$ cat src/rtl/cache_fill_fsm_if.sv
// Cache-fill bundle: miss request, memory request/response and
// data/tag array write strobes between the L1 cache and main memory.
interface cache_fill_fsm_if #(
  parameter int ADDR_WIDTH  = 16,
  parameter int BLOCK_WORDS = 8
);
  localparam int OW = $clog2(BLOCK_WORDS);

  logic                  miss_detected;
  logic [ADDR_WIDTH-1:0] miss_address;
  logic                  memory_data_valid;
  logic [15:0]           memory_data;
  logic                  fsm_busy;
  logic                  memory_enable;
  logic [ADDR_WIDTH-1:0] memory_address;
  logic                  write_data_array;
  logic [OW-1:0]         data_word_offset;
  logic [15:0]           data_out;
  logic                  write_tag_array;

  modport master (
    output miss_detected,
    output miss_address,
    output memory_data_valid,
    output memory_data,
    input  fsm_busy,
    input  memory_enable,
    input  memory_address,
    input  write_data_array,
    input  data_word_offset,
    input  data_out,
    input  write_tag_array
  );

  modport slave (
    input  miss_detected,
    input  miss_address,
    input  memory_data_valid,
    input  memory_data,
    output fsm_busy,
    output memory_enable,
    output memory_address,
    output write_data_array,
    output data_word_offset,
    output data_out,
    output write_tag_array
  );
endinterface

$ cat src/rtl/cache_fill_fsm.sv
// Block-fill controller: issues one read per word of the missing block,
// steers returning words into the data array, writes the tag on the last.
module cache_fill_fsm #(
  parameter int ADDR_WIDTH  = 16,
  parameter int BLOCK_WORDS = 8
) (
  input  logic            clk,
  input  logic            rst_n,
  cache_fill_fsm_if.slave bus
);
  localparam int OW = $clog2(BLOCK_WORDS);
  localparam int CW = OW + 1;

  localparam logic [CW-1:0] FULL = CW'(BLOCK_WORDS);
  localparam logic [CW-1:0] LAST = CW'(BLOCK_WORDS - 1);
  localparam logic [ADDR_WIDTH-1:0] BASE_MASK =
    ~ADDR_WIDTH'(2 * BLOCK_WORDS - 1);

  typedef enum logic {
    IDLE,
    FILL
  } state_t;

  state_t                state_q, state_d;
  logic [CW-1:0]         req_q, req_d;
  logic [CW-1:0]         rsp_q, rsp_d;
  logic [ADDR_WIDTH-1:0] base_q, base_d;

  logic in_fill;
  logic req_open;
  logic rsp_ok;
  logic last_rsp;

  assign in_fill  = (state_q == FILL);
  assign req_open = in_fill && (req_q < FULL);
  // a response with nothing outstanding is dropped
  assign rsp_ok   = in_fill && bus.memory_data_valid
                 && (rsp_q < req_q);
  assign last_rsp = rsp_ok && (rsp_q == LAST);

  always_ff @(posedge clk or negedge rst_n) begin
    if (!rst_n) begin
      state_q <= IDLE;
      req_q   <= '0;
      rsp_q   <= '0;
      base_q  <= '0;
    end else begin
      state_q <= state_d;
      req_q   <= req_d;
      rsp_q   <= rsp_d;
      base_q  <= base_d;
    end
  end

  always_comb begin
    state_d = state_q;
    req_d   = req_q;
    rsp_d   = rsp_q;
    base_d  = base_q;
    unique case (state_q)
      IDLE: begin
        if (bus.miss_detected) begin
          state_d = FILL;
          base_d  = bus.miss_address & BASE_MASK;
          req_d   = '0;
          rsp_d   = '0;
        end
      end
      FILL: begin
        if (req_open) req_d = req_q + 1'b1;
        if (rsp_ok)   rsp_d = rsp_q + 1'b1;
        if (last_rsp) begin
          state_d = IDLE;
          req_d   = '0;
          rsp_d   = '0;
        end
      end
      default: state_d = IDLE;
    endcase
  end

  always_comb begin
    bus.fsm_busy         = in_fill;
    bus.memory_enable    = 1'b0;
    bus.memory_address   = '0;
    bus.write_data_array = 1'b0;
    bus.data_word_offset = '0;
    bus.data_out         = '0;
    bus.write_tag_array  = 1'b0;
    if (req_open) begin
      bus.memory_enable  = 1'b1;
      bus.memory_address = base_q
                         + ADDR_WIDTH'({req_q, 1'b0});
    end
    if (rsp_ok) begin
      bus.write_data_array = 1'b1;
      bus.data_word_offset = rsp_q[OW-1:0];
      bus.data_out         = bus.memory_data;
    end
    bus.write_tag_array = last_rsp;
  end

  a_no_orphan_rsp: assert property (
    @(posedge clk) disable iff (!rst_n)
    !(in_fill && bus.memory_data_valid
      && (rsp_q >= req_q))
  ) else $error("cache_fill_fsm: response with no outstanding request");

endmodule
$ cat src/flat_wrapper.sv
// flat-port wrapper written by rule: the top's interface ports become plain ports
module cache_fill_fsm_flat 
#(
  parameter int ADDR_WIDTH  = 16,
  parameter int BLOCK_WORDS = 8
)
  (clk, rst_n, bus_miss_detected, bus_miss_address, bus_memory_data_valid, bus_memory_data, bus_fsm_busy, bus_memory_enable, bus_memory_address, bus_write_data_array, bus_data_word_offset, bus_data_out, bus_write_tag_array);
  cache_fill_fsm_if #(.ADDR_WIDTH(ADDR_WIDTH), .BLOCK_WORDS(BLOCK_WORDS)) bus_i ();
  input  logic clk;
  input  logic rst_n;
  input wire logic [$bits(bus_i.miss_detected)-1:0] bus_miss_detected;
  input wire logic [$bits(bus_i.miss_address)-1:0] bus_miss_address;
  input wire logic [$bits(bus_i.memory_data_valid)-1:0] bus_memory_data_valid;
  input wire logic [$bits(bus_i.memory_data)-1:0] bus_memory_data;
  output wire logic [$bits(bus_i.fsm_busy)-1:0] bus_fsm_busy;
  output wire logic [$bits(bus_i.memory_enable)-1:0] bus_memory_enable;
  output wire logic [$bits(bus_i.memory_address)-1:0] bus_memory_address;
  output wire logic [$bits(bus_i.write_data_array)-1:0] bus_write_data_array;
  output wire logic [$bits(bus_i.data_word_offset)-1:0] bus_data_word_offset;
  output wire logic [$bits(bus_i.data_out)-1:0] bus_data_out;
  output wire logic [$bits(bus_i.write_tag_array)-1:0] bus_write_tag_array;
  assign bus_i.miss_detected = bus_miss_detected;
  assign bus_i.miss_address = bus_miss_address;
  assign bus_i.memory_data_valid = bus_memory_data_valid;
  assign bus_i.memory_data = bus_memory_data;
  assign bus_fsm_busy = bus_i.fsm_busy;
  assign bus_memory_enable = bus_i.memory_enable;
  assign bus_memory_address = bus_i.memory_address;
  assign bus_write_data_array = bus_i.write_data_array;
  assign bus_data_word_offset = bus_i.data_word_offset;
  assign bus_data_out = bus_i.data_out;
  assign bus_write_tag_array = bus_i.write_tag_array;
  cache_fill_fsm #(.ADDR_WIDTH(ADDR_WIDTH), .BLOCK_WORDS(BLOCK_WORDS)) u_core (.clk(clk), .rst_n(rst_n), .bus(bus_i));
endmodule
$ cat config.mk
export PLATFORM = sky130hd
export DESIGN_NAME = cache_fill_fsm_flat
export DESIGN_NICKNAME = d
export VERILOG_FILES = /design/src/rtl/cache_fill_fsm_if.sv /design/src/rtl/cache_fill_fsm.sv /design/src/flat_wrapper.sv
export SDC_FILE = /design/constraint.sdc
export NUM_CORES = 1
export LEC_CHECK = 0
export ABC_AREA = 1
export CORE_MARGIN = 8
export CORE_UTILIZATION = 30
export CTS_BUF_LIST = sky130_fd_sc_hd__clkbuf_4 sky130_fd_sc_hd__clkbuf_8 sky130_fd_sc_hd__clkbuf_16
export DETAILED_ROUTE_END_ITERATION = 16
export PLACE_DENSITY = 0.66
export SLEW_MARGIN = 0
export SYNTH_ARGS = -nofsm -noshare
export SYNTH_HDL_FRONTEND = slang
export SYNTH_SLANG_ARGS = --single-unit
$ cat constraint.sdc
create_clock -name clk -period 1.6 [get_ports clk]
set_input_delay 0.32 -clock clk [delete_from_list [all_inputs] [get_ports clk]]
set_output_delay 0.32 -clock clk [all_outputs]
set_load 0.01 [all_outputs]
==> results of run 1 <==
[worst paths after layout]
check                                 startpoint                end  slack, ns  cells after the start
worst max-delay path             u_core.req_q[3]    bus_data_out[7]      -0.56                      9
worst min-delay path                       rst_n  u_core.base_q[15]       0.39                      2
worst max register to register   u_core.req_q[3]    u_core.rsp_q[3]      -0.19                     12
worst min register to register  u_core.base_q[4]   u_core.base_q[4]       0.55                      2
max in group asynchronous                  rst_n    u_core.req_q[3]       0.98                      2
min in group clk                u_core.base_q[4]   u_core.base_q[4]       0.55                      2
[flip-flops by register name (all words and copies together), names as in the netlist]
name and count:
u_core.req_q 4, u_core.rsp_q 4, u_core.bus.fsm_busy 1, u_core.base_q 12
[power breakdown]
group,internal [W],switching (W),total [W]
Sequential,0.000776,0.000177,0.000953
Combinational,0.00226,0.00208,0.00434
Clock,0.000174,0.000191,0.000365
[layer usage]
| metal | vias up | wire length, um |
|---|---|---|
| met4 | 0 | 76 |
| met1 | 840 | 2311 |
| met5 | - | 0 |
| met3 | 4 | 267 |
| li1 | 925 | - |
| met2 | 53 | 2787 |
[cells in the mapped netlist]
cell type	number
dfrtp_1	21
nor4_1	1
o21ai_1	1
nand2_4	1
ha_1	7
inv_2	3
nor3_2	1
o21ai_0	14
nand2_1	58
buf_2	3
a21oi_1	7
nor2_1	35
nand3_1	6
nor2_4	1
inv_4	1
buf_6	1
nor3b_1	1
nor3b_2	1
inv_1	42
nand2_2	3
xor2_1	3
conb_1	1
buf_4	1
o22ai_2	1
or2_2	1
nor3_1	2
nand4_1	5
[what timing repair did]
item                                    CTS  global route
cloned                                    3             0
buffers inserted                         11             5
pin swaps                                 7             5
endpoints found under the setup margin   46            46
gates resized for setup                 192            62
[metrics by stage]
| stage | worst slack (ns) | total power [W] | instance area, um^2 | hold WS, ns |
|---|---|---|---|---|
| global route | -0.6347 | 0.006085 | 3102 | 0.4258 |
| global placement | -0.6894 | 0.004202 | 2618 | 0.4739 |
| floorplan | -0.08074 | 0.002535 | 1579 | 0.02441 |
| detailed placement | -0.7131 | 0.004252 | 2618 | 0.4824 |
| CTS | -0.5308 | 0.005078 | 2829 | 0.3990 |
| finish | -0.5561 | 0.005661 | 3102 | 0.3851 |
[cells by family after synthesis]
group	after synthesis	synth area share, %
compound gates	23	8.291
xor+xnor	3	1.777
fa+ha+maj	7	5.922
buf+inv	51	14.13
flops	21	35.53
other cells	1	0.2536
simple gates	116	34.10
[final cells by class]
type,count,area share (%)
sequential,21,17.02
inverter,46,6.051
clock inverter,1,0.1614
tap,67,2.703
timing repair buffer,124,37.96
multi-input combinational,150,34.77
clock buffer,3,1.331
==> impl_metrics.env, run 1 <==
export IMPL_outcome="complete, but fails checks"
export IMPL_violations="negative setup slack"
export IMPL_drt_iter0_drc=38
export IMPL_htreeDepth=1
export IMPL_cts_clk_slew_worst_paths_ns=0.08
export IMPL_p_leak_nw=1.590
export IMPL_initial_utilization_pct=31.11
export IMPL_path_cells="inv_2, ha_4, nand2_2, nor3b_4, nand2_2, buf_6, buf_12, nor2_4, buf_6"
export IMPL_postRouteAntennaNets=0
export IMPL_irDropWorstVdd_v=0.0008011
export IMPL_worst_slack_ns=-0.5561
export IMPL_syn_area_mm2=0.001479
export IMPL_cp_arrival_ns=1.84
export IMPL_max_freq_ghz=0.4638
export IMPL_drive_above_1_share_pct=49.86
export IMPL_setup_tns_ns=-16.38
export IMPL_finalClockSkew_ns=0.004678
export IMPL_yosys_top_cells_area="dfrtp_1, nand2_1, inv_1"
export IMPL_grt_use_met1_pct=16.67
export IMPL_num_fill_cells=381
export IMPL_finalHoldViolations=0
export IMPL_yosysTopAreaCell="dfrtp_1"
export IMPL_slowest_delay_ns=0.43
export IMPL_grt_use_met3_pct=2.174
export IMPL_netlist_instances=222
export IMPL_clk_latency_ns=0.27
export IMPL_synth_nets=265
export IMPL_grt_max_degree=22
export IMPL_area_growth_pct=109.7
export IMPL_dp_cells=391
export IMPL_root_buffer="clkbuf_8"
export IMPL_first_pass_iters=4
export IMPL_cts_buffers_inserted=3
export IMPL_numPortBuffers=69
export IMPL_cp_max_fo=6
export IMPL_cts_tree="done"
export IMPL_groute_usage_overall_pct=14.03
export IMPL_grt_pass1_wl_mm=8.300
export IMPL_layout_common_cells="nand2_1, buf_4, inv_1"
export IMPL_core_mm2=0.004755
export IMPL_dieArea_mm2=0.007432
export IMPL_synth_avg_cell_area_um2=6.662
export IMPL_cts_sinks=21
export IMPL_dpl_hpwl_mm=3.608
export IMPL_crit_type="register to primary output"
export IMPL_min_period_ns=2.156
export IMPL_die_w_um=86.21
export IMPL_slowest_stage="dfrtp_2"
export IMPL_end_kind="primary output"
export IMPL_hold_path_class="input pin to async pin"
export IMPL_pin_count=75
export IMPL_grt_busiest_layer="met2"
export IMPL_worstSetupStartpointType="register"
export IMPL_power_density_mw_per_mm2=1825
export IMPL_yosysWarnings=0
export IMPL_clock_path_buffers=2
export IMPL_viasPerCell=4.422
export IMPL_grt_setup_unrepaired="yes"
export IMPL_globalRouteMet2Util_pct=24.28
export IMPL_finalSetupViolCount=44
export IMPL_wl_per_cell_um=13.21
export IMPL_num_antenna_cells=0
export IMPL_fin_nets=389
export IMPL_die_h_um=86.21
export IMPL_multi_input_area_mm2=0.001079
export IMPL_fin_crit_sh_pct=134.8
export IMPL_fin_cells=412
export IMPL_required_ns=1.28
export IMPL_ys_ff_latch=21
export IMPL_drc=0
export IMPL_post_synth_num_cell_types=27
export IMPL_postCtsHoldBufs=0
export IMPL_synth_top_area_share_pct=35.53
export IMPL_cap_violations=0
export IMPL_antenna_found_initial=0
export IMPL_postLayoutCoreUtil_pct=65.24
export IMPL_placementRows=25
export IMPL_worst_path_buf_inv=4
export IMPL_grt_overflow_total=0
export IMPL_critical_path_top_delay_family="buffers and inverters"
export IMPL_layout_commonest_cell="nand2_1"
export IMPL_seq_area_um2=528.0
export IMPL_slew_violations=0
export IMPL_seq_area_frac_synth_pct=35.53
export IMPL_gp_congestion=0.8610
export IMPL_grt_pass1_vias=1763
export IMPL_routed_wl_mm=5.442
export IMPL_via_count=1822
Note: power is estimated with default switching activity, not from simulation.
==> run 2, diff against run 1 <==
--- a/config.mk
+++ b/config.mk
@@ -10,6 +10,7 @@
 export CORE_UTILIZATION = 30
 export CTS_BUF_LIST = sky130_fd_sc_hd__clkbuf_4 sky130_fd_sc_hd__clkbuf_8 sky130_fd_sc_hd__clkbuf_16
 export DETAILED_ROUTE_END_ITERATION = 16
+export HOLD_SLACK_MARGIN = 0.05
 export PLACE_DENSITY = 0.66
 export SLEW_MARGIN = 0
 export SYNTH_ARGS = -nofsm -noshare
==> results of run 2 <==
The final DEF is identical to that of run 1; final timing and power are the same.
